===== src/rtl/interrupt_ack_sequencer.sv =====
// Interrupt acknowledge sequencer: raises INT, runs the two-pulse INTA
// handshake, tracks the in-service register and returns the vector byte.
module interrupt_ack_sequencer #(
    parameter int unsigned NUM_IRQ = 8
) (
    input  logic               clk,
    input  logic               reset,
    input  logic [NUM_IRQ-1:0] irq,
    input  logic               intaPulse,
    input  logic [4:0]         vectorBase,
    input  logic               autoEoi,
    input  logic               eoiStrobe,
    input  logic               eoiSpecific,
    input  logic [2:0]         eoiLevel,
    output logic               intOut,
    output logic [7:0]         dataOut,
    output logic               dataOutValid,
    output logic [NUM_IRQ-1:0] inService
);

    typedef enum logic [1:0] {
        StIdle,
        StWaitInta1,
        StWaitInta2
    } state_e;

    state_e             state_q, state_d;
    logic [NUM_IRQ-1:0] isr_q, isr_d;
    logic [2:0]         level_q, level_d;
    logic               spurious_q, spurious_d;
    logic               int_q, int_d;
    logic [7:0]         data_q, data_d;
    logic               valid_q, valid_d;

    logic [NUM_IRQ-1:0] lowest_isr;
    logic [NUM_IRQ-1:0] elig_mask;
    logic               elig_valid;
    logic [2:0]         elig_level;

    // Eligible request: irq bits strictly below the lowest in-service bit.
    // With an empty ISR, lowest_isr - 1 wraps to all ones.
    always_comb begin
        lowest_isr = isr_q & (~isr_q + NUM_IRQ'(1));
        elig_mask  = irq & (lowest_isr - NUM_IRQ'(1));
        elig_valid = |elig_mask;
        elig_level = 3'd0;
        for (int i = NUM_IRQ - 1; i >= 0; i--) begin
            if (elig_mask[i]) elig_level = 3'(i);
        end
    end

    // Handshake FSM and ISR next state; EOI is applied before any ISR set.
    always_comb begin
        state_d    = state_q;
        isr_d      = isr_q;
        level_d    = level_q;
        spurious_d = spurious_q;
        int_d      = int_q;
        data_d     = data_q;
        valid_d    = 1'b0;

        if (eoiStrobe) begin
            if (eoiSpecific) isr_d[eoiLevel] = 1'b0;
            else             isr_d = isr_q & (isr_q - NUM_IRQ'(1));
        end

        case (state_q)
            StIdle: begin
                if (elig_valid) begin
                    int_d   = 1'b1;
                    state_d = StWaitInta1;
                end
            end
            StWaitInta1: begin
                if (intaPulse) begin
                    if (elig_valid) begin
                        isr_d[elig_level] = 1'b1;
                        level_d           = elig_level;
                        spurious_d        = 1'b0;
                    end else begin
                        // Request vanished before INTA1: report IR7.
                        level_d    = 3'd7;
                        spurious_d = 1'b1;
                    end
                    int_d   = 1'b0;
                    state_d = StWaitInta2;
                end
            end
            StWaitInta2: begin
                if (intaPulse) begin
                    data_d  = {vectorBase, level_q};
                    valid_d = 1'b1;
                    if (autoEoi && !spurious_q) isr_d[level_q] = 1'b0;
                    state_d = StIdle;
                end
            end
            default: state_d = StIdle;
        endcase
    end

    // State registers with synchronous reset.
    always_ff @(posedge clk) begin
        if (reset) begin
            state_q    <= StIdle;
            isr_q      <= '0;
            level_q    <= 3'd0;
            spurious_q <= 1'b0;
            int_q      <= 1'b0;
            data_q     <= 8'd0;
            valid_q    <= 1'b0;
        end else begin
            state_q    <= state_d;
            isr_q      <= isr_d;
            level_q    <= level_d;
            spurious_q <= spurious_d;
            int_q      <= int_d;
            data_q     <= data_d;
            valid_q    <= valid_d;
        end
    end

    assign intOut       = int_q;
    assign dataOut      = data_q;
    assign dataOutValid = valid_q;
    assign inService    = isr_q;

endmodule


===== config.mk =====
export PLATFORM = sky130hd
export DESIGN_NAME = interrupt_ack_sequencer
export DESIGN_NICKNAME = d
export VERILOG_FILES = /design/src/rtl/interrupt_ack_sequencer.sv
export SDC_FILE = /design/constraint.sdc
export NUM_CORES = 1
export LEC_CHECK = 0
export ABC_AREA = 1
export CAP_MARGIN = 20
export CORE_ASPECT_RATIO = 1.25
export CORE_MARGIN = 4
export CORE_UTILIZATION = 62
export DETAILED_ROUTE_END_ITERATION = 8
export DONT_BUFFER_PORTS = 1
export GPL_ROUTABILITY_DRIVEN = 0
export PLACE_DENSITY_LB_ADDON = 0.12
export SLEW_MARGIN = 20
export SYNTH_ARGS = -nofsm -noshare
export SYNTH_HDL_FRONTEND = slang
export SYNTH_SLANG_ARGS = --single-unit

===== constraint.sdc =====
create_clock -name clk -period 4 [get_ports clk]
set_clock_uncertainty 0.2 [all_clocks]
set_input_delay 0.4 -clock clk [delete_from_list [all_inputs] [get_ports clk]]
set_output_delay 0.4 -clock clk [all_outputs]
set_load 0.03 [all_outputs]

==> metrics list <==
- The flow ran to the end, and the final reports show no timing, DRC or antenna violations.
- Post-synth cell types: 30
- Timing analysis after detailed placement gives a worst setup slack of 1270 ps.
* Leakage power: 0.893 nW
- Input and output buffers added on the ports amount to 0.
- Timing would allow up to 361 MHz.
- Data on the critical path arrives at its endpoint at 2820 ps.
- Compared with the post-synthesis result, the final layout area differs by 2.33%.
- Synthesis produced 291 cells.
- I/O pin count: 40
- STA classifies the critical path endpoint as a flip-flop.
- Largest fanout on the critical path: 5
* Clock-pin slew reported for the worst setup and hold paths after clock tree synthesis: 120 ps
* Slowest cell on the critical path: dfxtp_1
- In this design, the critical path's most frequently occurring cell is nand2_1.
* Deepest clock path buffer count: 2
* Fraction of layout instances using a drive strength above 1: 0.135
* Vias in the first global route: 1826
* Sum of buffers and inverters on the critical path: 2
- Net count of the finished layout: 320
- The wire-length estimate of the detail-placed layout is 3.73 mm.
* Clock buffers created by TritonCTS: 3
- Across every metal layer, demand over resource in global routing totals 0.254.
* Average wire length per cell after detail routing: 14.1 um
- Count of pins over their slew limit: 0
- Clock tree synthesis selected as its root buffer the cell clkbuf_4.
- Overall power of the completed layout: 1.02 mW
- The tool flagged a number of max-cap violations equal to 0.
* Die area: 3890 um2
* Flops & latches, synth: 24
* Pin count of the biggest net entering global routing: 17
* Part of the Yosys area used for sequential elements: 0.263
- For this run, design rule violations remaining after detail routing come to 0.
- Min Tclk post-route: 2770 ps
- For this configuration, the core starts out at a cell density of 0.663.
- The library cells used most frequently in the layout, excluding fill and tap cells, are nand2_1 (53), inv_1 (51), nor2_1 (40).
- At the later pin of the worst-skew pair, clock insertion delay measures 310 ps.
- Yosys synthesis warning count: 0
* Total congestion overflow: 0
- Final WS setup: 1230 ps
- The critical path is of the flip-flop to flip-flop type.
* Delay of the slowest cell on the worst path: 620 ps
* Startpoint kind of the worst setup timing path: flip-flop
* Final setup violation count: 0
- Wires add up to 4.54 mm.
- Number of vias per cell: 5.59
- The number of nets in the synthesized netlist is 320.
- Area of placed instances: 1840 um2
- Relative slew slack: 0.653
- Count of cells along the worst hold path: 2
- Final hold viol count: 0
- In this run the remaining antenna-violating nets after routing total 0.
- Power spread over the standard cell area amounts to 545 nW/um2.
- In the final timing run, aggregate negative setup slack is 0 ps.
- Of the available clock period, the critical path in the final layout requires 0.692.
- Core Util, Final: 0.678
- The library cell used most frequently in the layout, excluding fill and tap cells, is nand2_1.
- Row generation in the floorplan step produced 21 rows.
- Chip height: 68.7 um
- The critical path goes through inv_1, ha_1, nand2_1, inv_1, nor2_2, nand3_2, nor2_1, nand2_1, nand3_2, nand2_1, nand2_1, nand2_1, nand2_1, nand2_2, nand2_2, nand2_1, nand2_1, nand2_1, a21oi_2.
- Via total after detailed routing: 1804
- STA puts the critical path data required time at 4050 ps.
- The pre-antenna-repair detailed-routing pass consisted of 4 iterations.
- For the pin with the worst max-slew slack, the measured transition is 520 ps.
- Std-Cell Core Area: 2760 um2
- Mean cell area of the mapped netlist: 6.29 um2
- Among cell families on the critical path, the largest total delay comes from simple AND/OR/NAND/NOR gates.
- The finished cells cover 1870 um2.
- The mapped netlist covers 1830 um2.
- The setup check on the worst reg-to-reg path leaves a slack of 1230 ps.
* Worst path depth: 19
* Number of antenna violations at the first check in global routing: 0
- Starting DRT DRC Count: 128
* Die Span X: 56.6 um
* Worst Hold Class: input pin to flip-flop
- TritonCTS built the clock tree.
- 0 antenna diodes ended up in the layout.
- After clock tree synthesis, the repair step resized 0 gates.
* Wire length of the first global-routing pass: 7.84 mm
- Measured in cells, the most critical reg-to-reg path has a length of 19.
- In this run the number of H-tree levels came out at 1.
* Unrepaired setup endpoints after global routing: no
* Worst supply voltage drop on vdd: 0.333 mV
- Number of clock sinks: 24
==> worst paths after layout <==
check | start | end
hold reg to reg | spurious_q | spurious_q
hold / removal | vectorBase[4] | dataOut[7]
setup reg to reg | inService[1] | inService[3]
setup / recovery | inService[1] | inService[3]
==> report_power, final <==
part	internal (mW)	total, mW	switching [mW]
Sequential	0.281	0.384	0.103
Combinational	0.177	0.533	0.355
Clock	0.0352	0.103	0.0674
Total	0.493	1.02	0.526
==> layer usage <==
metal / GRT usage / wire length, um / up-vias
met2: 0.494 / 2370 / 50
met5: 0 / 0 / -
met3: 0.0354 / 238 / 12
li1: - / - / 935
met1: 0.280 / 1830 / 807
met4: 0.0920 / 106 / 0
==> cell type report <==
type | count | area, um2
Fill cell | 282 | 887
Sequential cell | 24 | 480
Inverter | 54 | 203
Tap cell | 34 | 42.5
Multi-Input combinational cell | 207 | 1110
Clock buffer | 3 | 22.5
Timing Repair Buffer | 1 | 10.0
==> cell usage after synthesis <==
cell | n | area, um2
a211oi_1 | 1 | 7.51
a21oi_1 | 18 | 90.1
a21oi_2 | 4 | 35.0
a221oi_2 | 1 | 15.0
a31oi_1 | 2 | 12.5
a32oi_1 | 1 | 8.76
clkbuf_1 | 5 | 18.8
clkbuf_8 | 1 | 13.8
dfxtp_1 | 24 | 480
ha_1 | 7 | 87.6
inv_1 | 51 | 191
inv_2 | 3 | 11.3
nand2_1 | 53 | 199
nand2_2 | 7 | 43.8
nand2_4 | 1 | 11.3
nand3_1 | 14 | 70.1
nand3_2 | 7 | 70.1
nand4_1 | 5 | 31.3
nor2_1 | 40 | 150
nor2_2 | 9 | 56.3
nor2_4 | 1 | 11.3
nor3_2 | 2 | 20.0
o211ai_1 | 2 | 15.0
o21ai_0 | 22 | 110
o21ai_1 | 3 | 15.0
o21ai_2 | 1 | 8.76
o22ai_1 | 2 | 12.5
o2bb2ai_1 | 1 | 8.76
o311ai_0 | 1 | 8.76
o31ai_1 | 2 | 15.0
==> metrics by stage <==
| stage | cells | hold WS, ps |
|---|---|---|
| 5_1_grt | 323 | 34.9 |
| 4_1_cts | 323 | 48.2 |
| 6_report | 323 | 55.0 |
| 3_5_place_dp | 319 | 251 |
| 3_3_place_gp | 319 | 261 |
| 2_1_floorplan | 291 | 240 |
==> kinds of logic after synthesis <==
logic type / synth area share
adder cells (fa/ha/maj): 0.0479
AND/OR/NAND/NOR: 0.363
AO/OA/AOI/OAI: 0.198
buffers and inverters: 0.129
flip-flops: 0.263
==> worst reg2reg max path: stages, from the launching register on <==
cell     delay, ps
dfxtp_1        620
inv_1          150
ha_1           260
nand2_1        130
inv_1           70
nor2_2         160
nand3_2        120
nor2_1         100
nand2_1         70
nand3_2        100
nand2_1         60
nand2_1         60
nand2_1         60
nand2_1         70
nand2_2         90
nand2_2         80
nand2_1         50
nand2_1         50
nand2_1         60
a21oi_2        140
==> sequential cells by signal, indices dropped and copies added (netlist names) <==
register and cells:
dataOut 8, inService 8, level_q 3, state_q 2, dataOutValid 1, intOut 1, spurious_q 1
==> repair_timing <==
item                                   in CTS  in global routing
endpoints found under the hold margin       8                  0
setup buffers                               0                  0
hold buffers                                1                  0
No activity file was read; power rests on OpenSTA's default activity.
